--- src/rtl/toy_bus_pkg.sv ---
// rtl/toy_bus_pkg.sv - shared toy bus widths, opcodes, node ids and request payload type
package toy_bus_pkg;

    localparam int ADDR_W = 32;
    localparam int DATA_W = 256;
    localparam int STRB_W = 32;
    localparam int SB_W   = 10;
    localparam int ID_W   = 4;

    localparam logic OP_RD = 1'b0;
    localparam logic OP_WR = 1'b1;

    localparam logic [ID_W-1:0] NODE_CORE_LSU = 4'd1;
    localparam logic [ID_W-1:0] NODE_MASTER1  = 4'd5;

    typedef struct packed {
        logic [ADDR_W-1:0] addr;
        logic [DATA_W-1:0] data;
        logic [STRB_W-1:0] strb;
        logic              opcode;
        logic [ID_W-1:0]   src_id;
        logic [ID_W-1:0]   tgt_id;
        logic [SB_W-1:0]   sideband;
    } req_payload_t;

endpackage

--- src/rtl/toy_bus_tgt_arb_if.sv ---
// rtl/toy_bus_tgt_arb_if.sv - one toy bus link: single-beat request channel plus ack channel
// master: issues requests (req_* out, req_rdy in) and takes acks (ack_* in, ack_rdy out)
// slave : accepts requests and returns acks
interface toy_bus_tgt_arb_if;
    import toy_bus_pkg::*;

    logic              req_vld;
    logic              req_rdy;
    logic [ADDR_W-1:0] req_addr;
    logic [DATA_W-1:0] req_data;
    logic [STRB_W-1:0] req_strb;
    logic              req_opcode;
    logic [ID_W-1:0]   req_src_id;
    logic [ID_W-1:0]   req_tgt_id;
    logic [SB_W-1:0]   req_sideband;

    logic              ack_vld;
    logic              ack_rdy;
    logic              ack_opcode;
    logic [DATA_W-1:0] ack_data;
    logic [SB_W-1:0]   ack_sideband;
    logic [ID_W-1:0]   ack_src_id;
    logic [ID_W-1:0]   ack_tgt_id;

    modport master (
        output req_vld, req_addr, req_data, req_strb, req_opcode,
               req_src_id, req_tgt_id, req_sideband, ack_rdy,
        input  req_rdy, ack_vld, ack_opcode, ack_data, ack_sideband,
               ack_src_id, ack_tgt_id
    );

    modport slave (
        input  req_vld, req_addr, req_data, req_strb, req_opcode,
               req_src_id, req_tgt_id, req_sideband, ack_rdy,
        output req_rdy, ack_vld, ack_opcode, ack_data, ack_sideband,
               ack_src_id, ack_tgt_id
    );

endinterface

--- src/rtl/toy_bus_ost_cnt.sv ---
// rtl/toy_bus_ost_cnt.sv - saturating outstanding-transaction counter with full flag
// ports: clk, rst_n (async, active low), inc, dec, full (cnt==MAX), underflow (dec while cnt==0)
module toy_bus_ost_cnt #(
    parameter int MAX = 4,
    parameter int W   = $clog2(MAX + 1)
) (
    input  logic clk,
    input  logic rst_n,
    input  logic inc,
    input  logic dec,
    output logic full,
    output logic underflow
);

    logic [W-1:0] cnt;

    always_ff @(posedge clk or negedge rst_n) begin
        if (!rst_n) begin
            cnt <= '0;
        end else if (inc && !dec && cnt != W'(MAX)) begin
            cnt <= cnt + 1'b1;
        end else if (dec && !inc && cnt != '0) begin
            cnt <= cnt - 1'b1;
        end
    end

    assign full      = (cnt == W'(MAX));
    assign underflow = dec && (cnt == '0);

endmodule

--- src/rtl/toy_bus_tgt_arb.sv ---
// rtl/toy_bus_tgt_arb.sv - two-source round-robin target arbiter with forward slice and ack routing
// ports: clk, rst_n (async, active low); in0/in1 source links (slave); out target link (master);
//        err_unroute sticky flag for acks with unknown tgt_id or with no request outstanding
module toy_bus_tgt_arb
    import toy_bus_pkg::*;
#(
    parameter logic [ID_W-1:0] SRC_ID0 = 4'd1,
    parameter logic [ID_W-1:0] SRC_ID1 = 4'd5,
    parameter int              MAX_OST = 4
) (
    input  logic              clk,
    input  logic              rst_n,
    toy_bus_tgt_arb_if.slave  in0,
    toy_bus_tgt_arb_if.slave  in1,
    toy_bus_tgt_arb_if.master out,
    output logic              err_unroute
);

    logic         full0, full1, under0, under1;
    logic         elig0, elig1, free, gnt0, gnt1, acc0, acc1;
    logic         rr_ptr, slice_vld;
    req_payload_t slice_q, pay0, pay1;
    logic         hit0, hit1, ack_hs0, ack_hs1, unroute_hs;

    assign pay0 = '{addr: in0.req_addr, data: in0.req_data, strb: in0.req_strb,
                    opcode: in0.req_opcode, src_id: in0.req_src_id,
                    tgt_id: in0.req_tgt_id, sideband: in0.req_sideband};
    assign pay1 = '{addr: in1.req_addr, data: in1.req_data, strb: in1.req_strb,
                    opcode: in1.req_opcode, src_id: in1.req_src_id,
                    tgt_id: in1.req_tgt_id, sideband: in1.req_sideband};

    // rr_ptr only breaks ties; a lone eligible port always wins
    assign elig0 = in0.req_vld && !full0;
    assign elig1 = in1.req_vld && !full1;
    assign free  = !slice_vld || out.req_rdy;
    assign gnt0  = elig0 && (!elig1 || !rr_ptr);
    assign gnt1  = elig1 && (!elig0 ||  rr_ptr);
    assign acc0  = gnt0 && free;
    assign acc1  = gnt1 && free;

    assign in0.req_rdy = acc0;
    assign in1.req_rdy = acc1;

    always_ff @(posedge clk or negedge rst_n) begin
        if (!rst_n) begin
            slice_vld <= 1'b0;
            slice_q   <= '0;
            rr_ptr    <= 1'b0;
        end else if (acc0) begin
            slice_vld <= 1'b1;
            slice_q   <= pay0;
            rr_ptr    <= 1'b1;
        end else if (acc1) begin
            slice_vld <= 1'b1;
            slice_q   <= pay1;
            rr_ptr    <= 1'b0;
        end else if (out.req_rdy) begin
            slice_vld <= 1'b0;
        end
    end

    assign out.req_vld      = slice_vld;
    assign out.req_addr     = slice_q.addr;
    assign out.req_data     = slice_q.data;
    assign out.req_strb     = slice_q.strb;
    assign out.req_opcode   = slice_q.opcode;
    assign out.req_src_id   = slice_q.src_id;
    assign out.req_tgt_id   = slice_q.tgt_id;
    assign out.req_sideband = slice_q.sideband;

    // unknown tgt_id is drained (rdy=1) so a stray ack cannot wedge the target
    assign hit0       = (out.ack_tgt_id == SRC_ID0);
    assign hit1       = (out.ack_tgt_id == SRC_ID1) && !hit0;
    assign unroute_hs = out.ack_vld && !hit0 && !hit1;
    assign ack_hs0    = out.ack_vld && hit0 && in0.ack_rdy;
    assign ack_hs1    = out.ack_vld && hit1 && in1.ack_rdy;

    assign in0.ack_vld  = out.ack_vld && hit0;
    assign in1.ack_vld  = out.ack_vld && hit1;
    assign out.ack_rdy  = hit0 ? in0.ack_rdy : (hit1 ? in1.ack_rdy : 1'b1);

    assign in0.ack_opcode   = out.ack_opcode;
    assign in0.ack_data     = out.ack_data;
    assign in0.ack_sideband = out.ack_sideband;
    assign in0.ack_src_id   = out.ack_src_id;
    assign in0.ack_tgt_id   = out.ack_tgt_id;
    assign in1.ack_opcode   = out.ack_opcode;
    assign in1.ack_data     = out.ack_data;
    assign in1.ack_sideband = out.ack_sideband;
    assign in1.ack_src_id   = out.ack_src_id;
    assign in1.ack_tgt_id   = out.ack_tgt_id;

    toy_bus_ost_cnt #(.MAX(MAX_OST)) u_ost0 (
        .clk(clk), .rst_n(rst_n), .inc(acc0), .dec(ack_hs0),
        .full(full0), .underflow(under0)
    );

    toy_bus_ost_cnt #(.MAX(MAX_OST)) u_ost1 (
        .clk(clk), .rst_n(rst_n), .inc(acc1), .dec(ack_hs1),
        .full(full1), .underflow(under1)
    );

    always_ff @(posedge clk or negedge rst_n) begin
        if (!rst_n) begin
            err_unroute <= 1'b0;
        end else if (unroute_hs || under0 || under1) begin
            err_unroute <= 1'b1;
        end
    end

endmodule

--- src/flat_wrapper.sv ---
// flat-port wrapper written by rule: the top's interface ports become plain ports
module toy_bus_tgt_arb_flat import toy_bus_pkg::*;
#(
    parameter logic [ID_W-1:0] SRC_ID0 = 4'd1,
    parameter logic [ID_W-1:0] SRC_ID1 = 4'd5,
    parameter int              MAX_OST = 4
)
  (clk, rst_n, err_unroute, in0_req_vld, in0_req_addr, in0_req_data, in0_req_strb, in0_req_opcode, in0_req_src_id, in0_req_tgt_id, in0_req_sideband, in0_ack_rdy, in0_req_rdy, in0_ack_vld, in0_ack_opcode, in0_ack_data, in0_ack_sideband, in0_ack_src_id, in0_ack_tgt_id, in1_req_vld, in1_req_addr, in1_req_data, in1_req_strb, in1_req_opcode, in1_req_src_id, in1_req_tgt_id, in1_req_sideband, in1_ack_rdy, in1_req_rdy, in1_ack_vld, in1_ack_opcode, in1_ack_data, in1_ack_sideband, in1_ack_src_id, in1_ack_tgt_id, out_req_vld, out_req_addr, out_req_data, out_req_strb, out_req_opcode, out_req_src_id, out_req_tgt_id, out_req_sideband, out_ack_rdy, out_req_rdy, out_ack_vld, out_ack_opcode, out_ack_data, out_ack_sideband, out_ack_src_id, out_ack_tgt_id);
  toy_bus_tgt_arb_if in0_i ();
  toy_bus_tgt_arb_if in1_i ();
  toy_bus_tgt_arb_if out_i ();
  input  logic clk;
  input  logic rst_n;
  output logic err_unroute;
  input wire logic [$bits(in0_i.req_vld)-1:0] in0_req_vld;
  input wire logic [$bits(in0_i.req_addr)-1:0] in0_req_addr;
  input wire logic [$bits(in0_i.req_data)-1:0] in0_req_data;
  input wire logic [$bits(in0_i.req_strb)-1:0] in0_req_strb;
  input wire logic [$bits(in0_i.req_opcode)-1:0] in0_req_opcode;
  input wire logic [$bits(in0_i.req_src_id)-1:0] in0_req_src_id;
  input wire logic [$bits(in0_i.req_tgt_id)-1:0] in0_req_tgt_id;
  input wire logic [$bits(in0_i.req_sideband)-1:0] in0_req_sideband;
  input wire logic [$bits(in0_i.ack_rdy)-1:0] in0_ack_rdy;
  output wire logic [$bits(in0_i.req_rdy)-1:0] in0_req_rdy;
  output wire logic [$bits(in0_i.ack_vld)-1:0] in0_ack_vld;
  output wire logic [$bits(in0_i.ack_opcode)-1:0] in0_ack_opcode;
  output wire logic [$bits(in0_i.ack_data)-1:0] in0_ack_data;
  output wire logic [$bits(in0_i.ack_sideband)-1:0] in0_ack_sideband;
  output wire logic [$bits(in0_i.ack_src_id)-1:0] in0_ack_src_id;
  output wire logic [$bits(in0_i.ack_tgt_id)-1:0] in0_ack_tgt_id;
  input wire logic [$bits(in1_i.req_vld)-1:0] in1_req_vld;
  input wire logic [$bits(in1_i.req_addr)-1:0] in1_req_addr;
  input wire logic [$bits(in1_i.req_data)-1:0] in1_req_data;
  input wire logic [$bits(in1_i.req_strb)-1:0] in1_req_strb;
  input wire logic [$bits(in1_i.req_opcode)-1:0] in1_req_opcode;
  input wire logic [$bits(in1_i.req_src_id)-1:0] in1_req_src_id;
  input wire logic [$bits(in1_i.req_tgt_id)-1:0] in1_req_tgt_id;
  input wire logic [$bits(in1_i.req_sideband)-1:0] in1_req_sideband;
  input wire logic [$bits(in1_i.ack_rdy)-1:0] in1_ack_rdy;
  output wire logic [$bits(in1_i.req_rdy)-1:0] in1_req_rdy;
  output wire logic [$bits(in1_i.ack_vld)-1:0] in1_ack_vld;
  output wire logic [$bits(in1_i.ack_opcode)-1:0] in1_ack_opcode;
  output wire logic [$bits(in1_i.ack_data)-1:0] in1_ack_data;
  output wire logic [$bits(in1_i.ack_sideband)-1:0] in1_ack_sideband;
  output wire logic [$bits(in1_i.ack_src_id)-1:0] in1_ack_src_id;
  output wire logic [$bits(in1_i.ack_tgt_id)-1:0] in1_ack_tgt_id;
  output wire logic [$bits(out_i.req_vld)-1:0] out_req_vld;
  output wire logic [$bits(out_i.req_addr)-1:0] out_req_addr;
  output wire logic [$bits(out_i.req_data)-1:0] out_req_data;
  output wire logic [$bits(out_i.req_strb)-1:0] out_req_strb;
  output wire logic [$bits(out_i.req_opcode)-1:0] out_req_opcode;
  output wire logic [$bits(out_i.req_src_id)-1:0] out_req_src_id;
  output wire logic [$bits(out_i.req_tgt_id)-1:0] out_req_tgt_id;
  output wire logic [$bits(out_i.req_sideband)-1:0] out_req_sideband;
  output wire logic [$bits(out_i.ack_rdy)-1:0] out_ack_rdy;
  input wire logic [$bits(out_i.req_rdy)-1:0] out_req_rdy;
  input wire logic [$bits(out_i.ack_vld)-1:0] out_ack_vld;
  input wire logic [$bits(out_i.ack_opcode)-1:0] out_ack_opcode;
  input wire logic [$bits(out_i.ack_data)-1:0] out_ack_data;
  input wire logic [$bits(out_i.ack_sideband)-1:0] out_ack_sideband;
  input wire logic [$bits(out_i.ack_src_id)-1:0] out_ack_src_id;
  input wire logic [$bits(out_i.ack_tgt_id)-1:0] out_ack_tgt_id;
  assign in0_i.req_vld = in0_req_vld;
  assign in0_i.req_addr = in0_req_addr;
  assign in0_i.req_data = in0_req_data;
  assign in0_i.req_strb = in0_req_strb;
  assign in0_i.req_opcode = in0_req_opcode;
  assign in0_i.req_src_id = in0_req_src_id;
  assign in0_i.req_tgt_id = in0_req_tgt_id;
  assign in0_i.req_sideband = in0_req_sideband;
  assign in0_i.ack_rdy = in0_ack_rdy;
  assign in0_req_rdy = in0_i.req_rdy;
  assign in0_ack_vld = in0_i.ack_vld;
  assign in0_ack_opcode = in0_i.ack_opcode;
  assign in0_ack_data = in0_i.ack_data;
  assign in0_ack_sideband = in0_i.ack_sideband;
  assign in0_ack_src_id = in0_i.ack_src_id;
  assign in0_ack_tgt_id = in0_i.ack_tgt_id;
  assign in1_i.req_vld = in1_req_vld;
  assign in1_i.req_addr = in1_req_addr;
  assign in1_i.req_data = in1_req_data;
  assign in1_i.req_strb = in1_req_strb;
  assign in1_i.req_opcode = in1_req_opcode;
  assign in1_i.req_src_id = in1_req_src_id;
  assign in1_i.req_tgt_id = in1_req_tgt_id;
  assign in1_i.req_sideband = in1_req_sideband;
  assign in1_i.ack_rdy = in1_ack_rdy;
  assign in1_req_rdy = in1_i.req_rdy;
  assign in1_ack_vld = in1_i.ack_vld;
  assign in1_ack_opcode = in1_i.ack_opcode;
  assign in1_ack_data = in1_i.ack_data;
  assign in1_ack_sideband = in1_i.ack_sideband;
  assign in1_ack_src_id = in1_i.ack_src_id;
  assign in1_ack_tgt_id = in1_i.ack_tgt_id;
  assign out_req_vld = out_i.req_vld;
  assign out_req_addr = out_i.req_addr;
  assign out_req_data = out_i.req_data;
  assign out_req_strb = out_i.req_strb;
  assign out_req_opcode = out_i.req_opcode;
  assign out_req_src_id = out_i.req_src_id;
  assign out_req_tgt_id = out_i.req_tgt_id;
  assign out_req_sideband = out_i.req_sideband;
  assign out_ack_rdy = out_i.ack_rdy;
  assign out_i.req_rdy = out_req_rdy;
  assign out_i.ack_vld = out_ack_vld;
  assign out_i.ack_opcode = out_ack_opcode;
  assign out_i.ack_data = out_ack_data;
  assign out_i.ack_sideband = out_ack_sideband;
  assign out_i.ack_src_id = out_ack_src_id;
  assign out_i.ack_tgt_id = out_ack_tgt_id;
  toy_bus_tgt_arb #(.SRC_ID0(SRC_ID0), .SRC_ID1(SRC_ID1), .MAX_OST(MAX_OST)) u_core (.clk(clk), .rst_n(rst_n), .in0(in0_i), .in1(in1_i), .out(out_i), .err_unroute(err_unroute));
endmodule
--- config.mk ---
export PLATFORM = sky130hd
export DESIGN_NAME = toy_bus_tgt_arb_flat
export DESIGN_NICKNAME = d
export VERILOG_FILES = /design/src/rtl/toy_bus_pkg.sv /design/src/rtl/toy_bus_tgt_arb_if.sv /design/src/rtl/toy_bus_ost_cnt.sv /design/src/rtl/toy_bus_tgt_arb.sv /design/src/flat_wrapper.sv
export SDC_FILE = /design/constraint.sdc
export NUM_CORES = 1
export LEC_CHECK = 0
export BUFFER_PORTS_ARGS = -buffer_cell sky130_fd_sc_hd__clkbuf_2
export CAP_MARGIN = 20
export CORE_AREA = 2 2 733 735
export CTS_BUF_LIST = sky130_fd_sc_hd__clkbuf_8
export DETAILED_ROUTE_END_ITERATION = 6
export DIE_AREA = 0 0 735 737
export GPL_ROUTABILITY_DRIVEN = 0
export PLACE_DENSITY_LB_ADDON = 0.12
export SLEW_MARGIN = 0
export SYNTH_ARGS = -nofsm -noshare
export SYNTH_HDL_FRONTEND = slang
export SYNTH_SLANG_ARGS = --single-unit
--- constraint.sdc ---
create_clock -name clk -period 4.5 [get_ports clk]
set_input_delay 0.9 -clock clk [delete_from_list [all_inputs] [get_ports clk]]
set_output_delay 0.9 -clock clk [all_outputs]
set_load 0.01 [all_outputs]
==> run_results.csv <==
group,metric,value,unit
clock_tree,clock_latency,0.95,ns
finish,nNetsFinal,3604,
finish,nFillCells,63200,
placed_design,hpwl,213000,um
clock_tree,cts.sinks,348,
critical_path,required,3.60,ns
global_route,grt_pass1_wl,287000,um
sta,period_share,0.757,
floorplan,row_count,269,
run_status,status,"finished, final reports clean",
clock_tree,cts_resized,0,
sta,setup-tns-final,0,ns
global_route,grt_overflow,0,
pwr,ir_drop,0.000190,V
synthesis,yosys_most_used_dff,"dfrtp_1",
synthesis,syn_nets,3100,
clock_tree,cts_tree,"yes",
critical_path,r2r_start,"u_core.u_ost0.cnt[1]",
drt,wl_per_cell,24.9,um
sta,min_period,3.41,ns
drt,drc,0,
synthesis,syn_inst,2137,
min_path,hold_start,"in1_req_data[46]",
critical_path,cp-start-kind,"flip-flop",
floorplan,dieHeight,737,um
finish,final_layout_size_suffix_gt1_frac,0.570,
synthesis,yosysWarningCount,0,
synthesis,syn_avg_cell_area,9.93,sq um
synthesis,synthDistinctLibCells,38,
drt,drt_iter0_drc,874,
placed_design,dpl_cell_area,0.0306,sq mm
sta,setup_viol,0,
pwr,p_sw_frac,0.553,
flow_run,max-cap-violations,0,
pwr,p_comb_frac,0.525,
pwr,net-switching-power,11600,uW
pwr,seqPwrFrac,0.278,
synthesis,yosys.area.top_type,"dfrtp_1",
floorplan,fp.dieArea,0.542,sq mm
sta,rsz0062_at_grt,"false",
drt,vias_per_cell,1.92,
critical_path,crit_path_top_delay_cell,"dfrtp_1",
clock_tree,numCtsBuffers,91,
pwr,intPower,9380,uW
clock_tree,cts_buffer_depth,4,
critical_path,cp-startpoint,"u_core.u_ost0.cnt[1]",
drt,num_vias,18700,
synthesis,synth_top_area_frac,0.410,
synthesis,synth-edff-count,0,
critical_path,cp_data_arrival_time,2.51,ns
finish,area_delta_synth_final,52.3,%
global_route,grt_max_degree,137,
drt,routed_wirelength,243000,um
pwr,leakagePower,0.0112,uW
pwr,clkPwrFrac,0.197,
floorplan,initial_core_util,0.0397,
critical_path,crit_path_max_incr_delay,0.47,ns
floorplan,pin_count,1857,
global_route,antenna_found_initial,32,
critical_path,worstPathCellList,"nor3b_1, o2111ai_4, inv_1, clkbuf_2",
global_route,grt_pass1_vias,19900,
sta,finClkSkew,0.0763,ns
drt,ant_nets,0,
sta,relSlewSlack,0.222,
synthesis,synthTopCellsByArea,"dfrtp_1 (41%), buf_4 (20%), nor3_2 (14%), o22ai_1 (10%), nor2_1 (6.1%)",
synthesis,synth.most_common_cell,"buf_4",
critical_path,crit_fanout,8,
min_path,min_path_type,"primary input to flip-flop",
synthesis,syn_area,0.0212,sq mm
synthesis,synth-seq-cells,348,
synthesis,async_flop_share,1.00,
critical_path,criticalPathCategory,"flip-flop to output port",
drt,dr.pass1.iters,5,
sta,holdWs,0.220,ns
placed_design,port-buffer-count,1043,
clock_tree,path_clk_slew,0.06,ns
sta,worstMarginPinSlew,1.17,ns
clock_tree,h-tree-depth,3,
floorplan,core,0.534,sq mm
synthesis,ys_top_cells_by_count,"buf_4 (569), dfrtp_1 (348), nor2_1 (345)",
clock_tree,clock-root-buffer,"clkbuf_8",
finish,post-route-cell-area,0.0323,sq mm
global_route,grt_use_total,0.0857,
finish,regArea,0.00871,sq mm
sta,fmax,0.293,GHz
pwr,cellPowerDensity,650,mW/mm^2
floorplan,chipWidth,735,um
sta,hold_viol,0,
sta,slew_viol_final,0,
synthesis,yosysSeqAreaShare,0.410,
finish,multi_input_area,0.00709,sq mm
critical_path,end_kind,"output port",
[cell usage in the layout (no fill, tap or decap), drive strengths merged, types with 2 or more instances in the layout]
master	synthesis	routed
fa	2	2
clkbuf	9	1149
nor3b	3	3
or3b	2	2
o21ai	5	5
clkinv	0	5
o22ai	343	343
o211ai	2	2
nand3	2	2
inv	4	36
buf	693	70
nor2	345	345
dfrtp	348	348
clkinvlp	0	2
a22oi	2	2
nor3	342	342
and3	2	2
or2	2	2
o2111ai	2	2
xnor2	2	2
a21oi	5	5
mux2i	3	3
nand2	6	6
nand2b	3	3
diode	0	6
[metrics by stage]
| step | instances | util | power (uW) | worst slack (ns) |
|---|---|---|---|---|
| global placement | 9593 | 0.0573 | 17900 | 0.824 |
| CTS | 9741 | 0.0604 | 22400 | 0.846 |
| finish | 9747 | 0.0605 | 21000 | 1.09 |
| global route | 9743 | 0.0604 | 23200 | 0.809 |
| floorplan | 2137 | - | 9880 | 1.52 |
| detailed placement | 9593 | 0.0573 | 17900 | 0.924 |
[cell type report]
cell class / instances / area share
diodes: 6 / 0.000465
clock buffers: 107 / 0.0456
clock inverters: 40 / 0.00589
inverters: 4 / 0.000465
multi-input cells: 1083 / 0.219
flip-flops and latches: 348 / 0.270
well taps: 7046 / 0.273
repair buffers: 1113 / 0.186
[layer usage]
metal	track usage	part of all wire
met1	0.0759	0.31
met2	0.122	0.41
met3	0.101	0.25
met4	0.0267	0.031
met5	0.00507	0.0018
[flip-flops by register name (all words and copies together) (netlist names)]
signal	count
u_core.u_ost0.cnt	3
u_core.out.req_sideband	10
u_core.u_ost1.cnt	3
u_core.out.req_vld	1
u_core.out.req_tgt_id	4
u_core.out.req_data	256
u_core.rr_ptr	1
u_core.out.req_opcode	1
u_core.err_unroute	1
u_core.out.req_addr	32
u_core.out.req_src_id	4
u_core.out.req_strb	32
[logic make-up after synthesis]
group           share of synthesized area
buf+inv                             0.258
simple gates                        0.220
flops                               0.410
compound gates                      0.107
mux                               0.00195
xor+xnor                         0.000826
fa+ha+maj                         0.00189
[timing repair]
item,CTS,global route
hold endpoints to repair,30,0
buffers inserted,0,0
hold buffers,1,0
[power groups by stage]
stage / Sequential [uW] / Clock (uW) / Combinational (uW)
after floorplan: 6170 / 0 / 3710
after global placement: 5950 / 0 / 12000
after detailed placement: 5950 / 0 / 11900
after CTS: 5920 / 4530 / 11900
after global routing: 6060 / 4590 / 12500
final: 5840 / 4140 / 11000
[path summary, 6_finish.rpt]
kind,end,slack [ns],depth (start not counted)
min in group asynchronous,u_core.out.req_data[38],0.48,2
worst max register to register,u_core.out.req_data[132],1.41,6
max in group asynchronous,u_core.out.req_data[217],2.79,3
worst max-delay path,in1_req_rdy,1.09,4
worst min-delay path,u_core.out.req_data[46],0.22,3
worst min register to register,u_core.out.req_data[241],0.52,2
[critical path: cells and delay by family (launching register included)]
family,cells,cell delay [ns]
DFF,1,0.47
and+or+nand+nor,1,0.47
buffers and inverters,2,0.44
AOI/OAI and AO/OA,1,0.22
Note: power is estimated with default switching activity, not from simulation.
